===== src/rtl/route_input_ctrl_if.sv =====
// Handshake bundle between the input FIFO / output arbiters and route_input_ctrl.
// master = the routing controller, slave = FIFO, arbiters and crossbar side.
interface route_input_ctrl_if #(
    parameter int unsigned DATA_WIDTH   = 70,
    parameter int unsigned NUM_CHANNELS = 5
);
    logic [DATA_WIDTH-1:0]   in_data;
    logic                    in_rok;
    logic                    in_rd;
    logic [NUM_CHANNELS-1:0] req;
    logic [NUM_CHANNELS-1:0] gnt;
    logic                    out_rdy;

    modport master (
        input  in_data, in_rok, gnt, out_rdy,
        output in_rd, req
    );

    modport slave (
        output in_data, in_rok, gnt, out_rdy,
        input  in_rd, req
    );
endinterface


===== src/rtl/route_input_ctrl.sv =====
// Per-input-port route decode and packet flow control for the hierarchical router.
// Define ROUTE_UPLINK_RR_EN to rotate uplink packets round-robin over all uplinks.
module route_input_ctrl #(
    parameter int unsigned DATA_WIDTH   = 70,
    parameter int unsigned NUM_CHANNELS = 5,
    parameter int unsigned NUM_UP       = 1,
    parameter int unsigned ADDR_W       = 22,
    parameter int unsigned CAB_W        = 8,
    parameter int unsigned SLOT_W       = 4
) (
    input  logic                   clk,
    input  logic                   rst,
    route_input_ctrl_if.master     bus,
    input  logic                   cfg_we,
    input  logic [ADDR_W-1:0]      cfg_local_addr,
    input  logic                   cfg_top,
    input  logic [CAB_W-1:0]       cfg_cab_id,
    output logic [15:0]            drop_cnt
);
    localparam int unsigned NUM_DOWN = NUM_CHANNELS - 1 - NUM_UP;
    localparam int unsigned CH_W     = $clog2(NUM_CHANNELS);

    typedef enum logic [1:0] {IDLE, REQ, XFER, DROP} state_t;

    state_t                  state_q;
    logic [NUM_CHANNELS-1:0] req_q;
    logic [CH_W-1:0]         ch_q;
    logic [15:0]             drop_q;
    logic [ADDR_W-1:0]       local_addr_q;
    logic                    top_q;
    logic [CAB_W-1:0]        cab_id_q;

    logic                    bop, eop;
    logic [ADDR_W-1:0]       dest;
    logic [CAB_W-1:0]        dest_cab;
    logic [SLOT_W-1:0]       dest_slot;
    logic                    route_valid;
    logic                    route_up;
    logic [CH_W-1:0]         route_ch;
    logic [CH_W-1:0]         up_ch;
    logic                    pop;
    logic                    unused_payload;

    assign bop       = bus.in_data[DATA_WIDTH-1];
    assign eop       = bus.in_data[DATA_WIDTH-2];
    assign dest      = bus.in_data[DATA_WIDTH-3 -: ADDR_W];
    assign dest_cab  = dest[ADDR_W-1 -: CAB_W];
    assign dest_slot = dest[ADDR_W-1-CAB_W -: SLOT_W];
    assign unused_payload = ^bus.in_data[DATA_WIDTH-3-ADDR_W:0];

`ifdef ROUTE_UPLINK_RR_EN
    localparam int unsigned UP_W = (NUM_UP > 1) ? $clog2(NUM_UP) : 1;
    logic [UP_W-1:0] up_ptr_q;
    assign up_ch = CH_W'(NUM_DOWN) + CH_W'(up_ptr_q);
`else
    assign up_ch = CH_W'(NUM_DOWN);
`endif

    // Priority: local address, then tier-specific down route, then uplink.
    always_comb begin
        route_valid = 1'b0;
        route_up    = 1'b0;
        route_ch    = '0;
        if (dest == local_addr_q) begin
            route_valid = 1'b1;
            route_ch    = CH_W'(NUM_CHANNELS - 1);
        end else if (top_q) begin
            if (32'(dest_cab) < NUM_DOWN) begin
                route_valid = 1'b1;
                route_ch    = CH_W'(dest_cab);
            end
        end else if (dest_cab == cab_id_q) begin
            if (32'(dest_slot) < NUM_DOWN) begin
                route_valid = 1'b1;
                route_ch    = CH_W'(dest_slot);
            end
        end else begin
            route_valid = 1'b1;
            route_up    = 1'b1;
            route_ch    = up_ch;
        end
    end

    // Pop is combinational so XFER can stream one flit per cycle.
    always_comb begin
        pop = 1'b0;
        if (!rst) begin
            case (state_q)
                IDLE:    pop = bus.in_rok & ~bop;
                XFER:    pop = bus.in_rok & bus.out_rdy & bus.gnt[ch_q];
                DROP:    pop = bus.in_rok;
                default: pop = 1'b0;
            endcase
        end
    end

    always_ff @(posedge clk) begin
        if (rst) begin
            state_q      <= IDLE;
            req_q        <= '0;
            ch_q         <= '0;
            drop_q       <= '0;
            local_addr_q <= '0;
            top_q        <= 1'b0;
            cab_id_q     <= '0;
`ifdef ROUTE_UPLINK_RR_EN
            up_ptr_q     <= '0;
`endif
        end else begin
            if (cfg_we) begin
                local_addr_q <= cfg_local_addr;
                top_q        <= cfg_top;
                cab_id_q     <= cfg_cab_id;
            end
            case (state_q)
                IDLE: begin
                    if (bus.in_rok) begin
                        if (bop && route_valid) begin
                            req_q   <= NUM_CHANNELS'(1) << route_ch;
                            ch_q    <= route_ch;
                            state_q <= REQ;
`ifdef ROUTE_UPLINK_RR_EN
                            if (route_up)
                                up_ptr_q <= (32'(up_ptr_q) == NUM_UP - 1) ? '0 : up_ptr_q + 1'b1;
`endif
                        end else begin
                            if (drop_q != '1)
                                drop_q <= drop_q + 16'd1;
                            if (bop)
                                state_q <= DROP;
                        end
                    end
                end
                REQ: begin
                    if (bus.gnt[ch_q])
                        state_q <= XFER;
                end
                XFER: begin
                    if (pop && eop) begin
                        req_q   <= '0;
                        state_q <= IDLE;
                    end
                end
                DROP: begin
                    if (pop && eop)
                        state_q <= IDLE;
                end
                default: state_q <= IDLE;
            endcase
        end
    end

`ifndef ROUTE_UPLINK_RR_EN
    logic unused_route_up;
    assign unused_route_up = route_up;
`endif

    assign bus.req   = req_q;
    assign bus.in_rd = pop;
    assign drop_cnt  = drop_q;
endmodule


===== src/flat_wrapper.sv =====
// flat-port wrapper written by rule: the top's interface ports become plain ports
module route_input_ctrl_flat 
#(
    parameter int unsigned DATA_WIDTH   = 70,
    parameter int unsigned NUM_CHANNELS = 5,
    parameter int unsigned NUM_UP       = 1,
    parameter int unsigned ADDR_W       = 22,
    parameter int unsigned CAB_W        = 8,
    parameter int unsigned SLOT_W       = 4
)
  (clk, rst, cfg_we, cfg_local_addr, cfg_top, cfg_cab_id, drop_cnt, bus_in_data, bus_in_rok, bus_gnt, bus_out_rdy, bus_in_rd, bus_req);
  route_input_ctrl_if #(.DATA_WIDTH(DATA_WIDTH), .NUM_CHANNELS(NUM_CHANNELS)) bus_i ();
  input  logic clk;
  input  logic rst;
  input  logic cfg_we;
  input  logic [ADDR_W-1:0] cfg_local_addr;
  input  logic cfg_top;
  input  logic [CAB_W-1:0] cfg_cab_id;
  output logic [15:0] drop_cnt;
  input wire logic [$bits(bus_i.in_data)-1:0] bus_in_data;
  input wire logic [$bits(bus_i.in_rok)-1:0] bus_in_rok;
  input wire logic [$bits(bus_i.gnt)-1:0] bus_gnt;
  input wire logic [$bits(bus_i.out_rdy)-1:0] bus_out_rdy;
  output wire logic [$bits(bus_i.in_rd)-1:0] bus_in_rd;
  output wire logic [$bits(bus_i.req)-1:0] bus_req;
  assign bus_i.in_data = bus_in_data;
  assign bus_i.in_rok = bus_in_rok;
  assign bus_i.gnt = bus_gnt;
  assign bus_i.out_rdy = bus_out_rdy;
  assign bus_in_rd = bus_i.in_rd;
  assign bus_req = bus_i.req;
  route_input_ctrl #(.DATA_WIDTH(DATA_WIDTH), .NUM_CHANNELS(NUM_CHANNELS), .NUM_UP(NUM_UP), .ADDR_W(ADDR_W), .CAB_W(CAB_W), .SLOT_W(SLOT_W)) u_core (.clk(clk), .rst(rst), .bus(bus_i), .cfg_we(cfg_we), .cfg_local_addr(cfg_local_addr), .cfg_top(cfg_top), .cfg_cab_id(cfg_cab_id), .drop_cnt(drop_cnt));
endmodule

===== config.mk =====
export PLATFORM = sky130hd
export DESIGN_NAME = route_input_ctrl_flat
export DESIGN_NICKNAME = d
export VERILOG_FILES = /design/src/rtl/route_input_ctrl_if.sv /design/src/rtl/route_input_ctrl.sv /design/src/flat_wrapper.sv
export SDC_FILE = /design/constraint.sdc
export NUM_CORES = 1
export LEC_CHECK = 0
export BUFFER_PORTS_ARGS = -buffer_cell sky130_fd_sc_hd__buf_2
export CAP_MARGIN = 20
export CORE_ASPECT_RATIO = 0.8
export CORE_MARGIN = 2
export CORE_UTILIZATION = 25
export DETAILED_ROUTE_END_ITERATION = 7
export GPL_TIMING_DRIVEN = 0
export PLACE_DENSITY = 0.52
export RECOVER_POWER = 100
export SYNTH_ARGS = -nofsm -noshare
export SYNTH_HDL_FRONTEND = slang
export SYNTH_SLANG_ARGS = --single-unit

===== constraint.sdc =====
create_clock -name clk -period 3.55 [get_ports clk]
set_input_delay 0.71 -clock clk [delete_from_list [all_inputs] [get_ports clk]]
set_output_delay 0.71 -clock clk [all_outputs]
set_load 0.02 [all_outputs]

==> flow_metrics.env <==
export IMPL_yosys_most_used_dff="dfxtp_1"
export IMPL_path_class="in2reg"
export IMPL_cts_hold_buffers=0
export IMPL_hold_violations=0
export IMPL_slew_violations=0
export IMPL_setup_worst_path_end_class="flip-flop"
export IMPL_synth_largest_type_area_fraction_pct=39.4
export IMPL_h_tree_depth=3
export IMPL_hold_class="reg2reg"
export IMPL_min_to="u_core.bus.req[4]"
export IMPL_power_density_mw_per_mm2=476
export IMPL_p_total_uw=1790
export IMPL_via_per_inst=4.69
export IMPL_netlist_top_cells_area="dfxtp_1, mux2i_1, nor2_1"
export IMPL_vdd_ir_drop_worst_v=0.000194
export IMPL_power_leakage_uw=0.00155
export IMPL_track_usage_pct=13.7
export IMPL_setup_violations=0
export IMPL_post_cts_resized=0
export IMPL_reg2regPathDepth=8
export IMPL_postSynthNetCount=437
export IMPL_timing_setup_tns_ns=0
export IMPL_r2r_start="u_core.cab_id_q[4]"
export IMPL_critPathArrivalTime_ns=3.20
export IMPL_synth_common_cells="dfxtp_1, nor2_1, mux2i_1"
export IMPL_critical_path_required_ns=3.76
export IMPL_status="finished, final reports clean"
export IMPL_min_period_over_period_pct=84.2
export IMPL_sequential_cell_area_mm2=0.00114
export IMPL_gpl_congestion=0.880
export IMPL_crit_path_time_final_ns=2.99
export IMPL_maximum_number_of_pins_on_one_net_before_global_route_repair=11
export IMPL_netlist_area_pre_place_mm2=0.00290
export IMPL_fmax_ghz=0.334
export IMPL_avgSynthCellArea_um2=8.91
export IMPL_worst_skew_pair_late_latency_ns=0.33
export IMPL_startpoint_type="primary input"
export IMPL_clk_pin_slew_ns=0.05
export IMPL_final_stage_net_count=532
export IMPL_areaGrowthSynthToFinish_pct=29.8
export IMPL_via_count=2683
export IMPL_tritoncts_num_buffers=9
export IMPL_worst_clock_skew_ns=0.00678
export IMPL_postLayoutCellArea_mm2=0.00376
export IMPL_ant_nets=0
export IMPL_antenna_diode_count=0
export IMPL_io_pins=133
export IMPL_number_of_antenna_violations_at_the_first_check_in_global_routing=0
export IMPL_r2r_setup_slack_ns=0.76
export IMPL_route_detailed_wl_per_inst_um=14.6
export IMPL_place_hpwl_um=6460
export IMPL_grt_remaining_overflow=0
export IMPL_fillerInstances=1226
export IMPL_multiInputGateArea_mm2=0.00168
export IMPL_unrepaired_setup_endpoints_after_global_routing="false"
export IMPL_drive_above_1_share_pct=20.0
export IMPL_hold_path_depth=2
export IMPL_synth_async_sr_flop_share_pct=0
export IMPL_clk_path_buf_depth=2
export IMPL_drtPass1Iterations=4
export IMPL_buffer_ports_inserted=84
export IMPL_cts_sinks=57
export IMPL_timing_max_cap_violations=0
export IMPL_yosys_cell_types_count=44
export IMPL_drt_iter0_markers=146
export IMPL_die_height_um=100
export IMPL_coreArea_mm2=0.0114
export IMPL_synth_enable_flop_cells=0
export IMPL_total_cell_area_at_the_placement_stage_mm2=0.00350
export IMPL_grt_first_pass_wirelength_um=13400
export IMPL_min_from="u_core.bus.req[4]"
export IMPL_synth_yosys_seq_area_share_pct=39.4
export IMPL_rr_endpoint="u_core.drop_cnt[5]"
export IMPL_worst_pin_slew_ns=0.760
export IMPL_synthDominantAreaCellType="dfxtp_1"
export IMPL_drc=0
export IMPL_finalCoreUtilization_pct=33.0
export IMPL_synthesis_yosys_warnings=0
export IMPL_syn_inst=325
export IMPL_number_of_global_route_vias_before_repair=2607
export IMPL_die_w_um=124
export IMPL_dieArea_mm2=0.0125
export IMPL_clock_root_buffer="clkbuf_16"
export IMPL_initial_utilization_pct=25.4
export IMPL_routed_wl_um=8370
export IMPL_row_count=35
export IMPL_tritoncts_clock_tree="yes"
export IMPL_number_of_storage_elements_in_the_synthesis_netlist=57
export IMPL_post_cts_setup_inserts=0
export IMPL_yosysMostFrequentCell="dfxtp_1"
export IMPL_crit_path_max_fanout=10
export IMPL_maxSlewHeadroom_pct=49.3
cell families (layout without fill, tap and decap cells):
| kind of cell | count (synthesis) | in the layout | synth area share, % |
|---|---|---|---|
| simple gates | 135 | 135 | 23.4 |
| flops | 57 | 57 | 39.4 |
| mux | 45 | 45 | 15.9 |
| compound gates | 38 | 38 | 9.12 |
| xor+xnor | 30 | 30 | 9.07 |
| buf+inv | 19 | 118 | 2.72 |
| fa+ha+maj | 1 | 1 | 0.432 |
cells in the final DEF, fill, tap and decap left out, types with 3 or more instances in the layout:
| cell | count |
|---|---|
| dfxtp_1 | 57 |
| nor4_1 | 7 |
| mux2_2 | 8 |
| nand2_1 | 17 |
| mux2i_1 | 37 |
| clkbuf_16 | 9 |
| buf_2 | 60 |
| xnor2_1 | 16 |
| nor2b_1 | 11 |
| a21oi_1 | 13 |
| nor3_1 | 7 |
| or4_1 | 7 |
| nand4_1 | 11 |
| clkbuf_1 | 39 |
| nor2_1 | 50 |
| or3_1 | 3 |
| nand3_1 | 12 |
| o31ai_1 | 7 |
| xor2_1 | 14 |
| inv_1 | 4 |
worst max-delay path by stage:
| stage | cells after the start | from | slack [ns] | end |
|---|---|---|---|---|
| 3_5_place_dp | 8 | bus_in_data[65] | 0.30 | u_core.bus.req[0] |
| 6_report | 9 | bus_in_data[64] | 0.56 | u_core.drop_cnt[5] |
| 4_1_cts | 8 | bus_in_data[65] | 0.64 | u_core.bus.req[0] |
| 2_1_floorplan | 8 | bus_in_data[66] | 0.86 | u_core.drop_cnt[5] |
| 3_3_place_gp | 8 | bus_in_data[65] | 0.34 | u_core.bus.req[0] |
| 5_1_grt | 9 | bus_in_data[59] | 0.40 | u_core.drop_cnt[9] |
sequential cells by signal, indices dropped and copies added, names as in the netlist:
register,flops
u_core.cab_id_q,8
u_core.drop_cnt,16
u_core.ch_q,3
u_core.state_q,2
u_core.local_addr_q,22
u_core.bus.req,5
u_core.top_q,1
worst max-delay path, stage by stage:
cell,delay (ns)
clkbuf_1,0.13
xor2_1,0.16
nor4_1,0.32
a21oi_1,0.17
a311o_1,0.42
a21bo_1,0.28
clkbuf_1,0.26
nor4_1,0.39
mux2_2,0.37
report_power, final:
part           leakage (µW)  total (µW)  switching (µW)  internal, µW
registers          0.000466         697            24.7           672
clock network      0.000148         862             288           574
logic              0.000938         232             130           102
total               0.00155        1790             442          1350
routing by layer:
layer	up-vias	GRT usage, %	part of all wire (%)
li1	1352	-	-
met1	1249	17.8	48
met2	65	21.2	44
met3	17	3.94	5.0
met4	0	6.48	2.6
met5	-	0	0
final cells by class:
type / instances / share of cell area, %
Clock buffer: 12 / 6.82
Multi-Input combinational cell: 249 / 44.6
Buffer: 15 / 1.50
Timing Repair Buffer: 84 / 10.4
Clock inverter: 3 / 1.06
Sequential cell: 57 / 30.3
Inverter: 4 / 0.399
Tap cell: 148 / 4.92
through the flow:
stage | instances | hold slack [ns] | worst slack (ns)
detailed placement | 557 | 0.449 | 0.300
CTS | 572 | 0.457 | 0.639
floorplan | 325 | 0.466 | 0.860
global placement | 557 | 0.448 | 0.344
finish | 572 | 0.460 | 0.560
global route | 572 | 0.483 | 0.402
(Power assumes the default switching activity.)
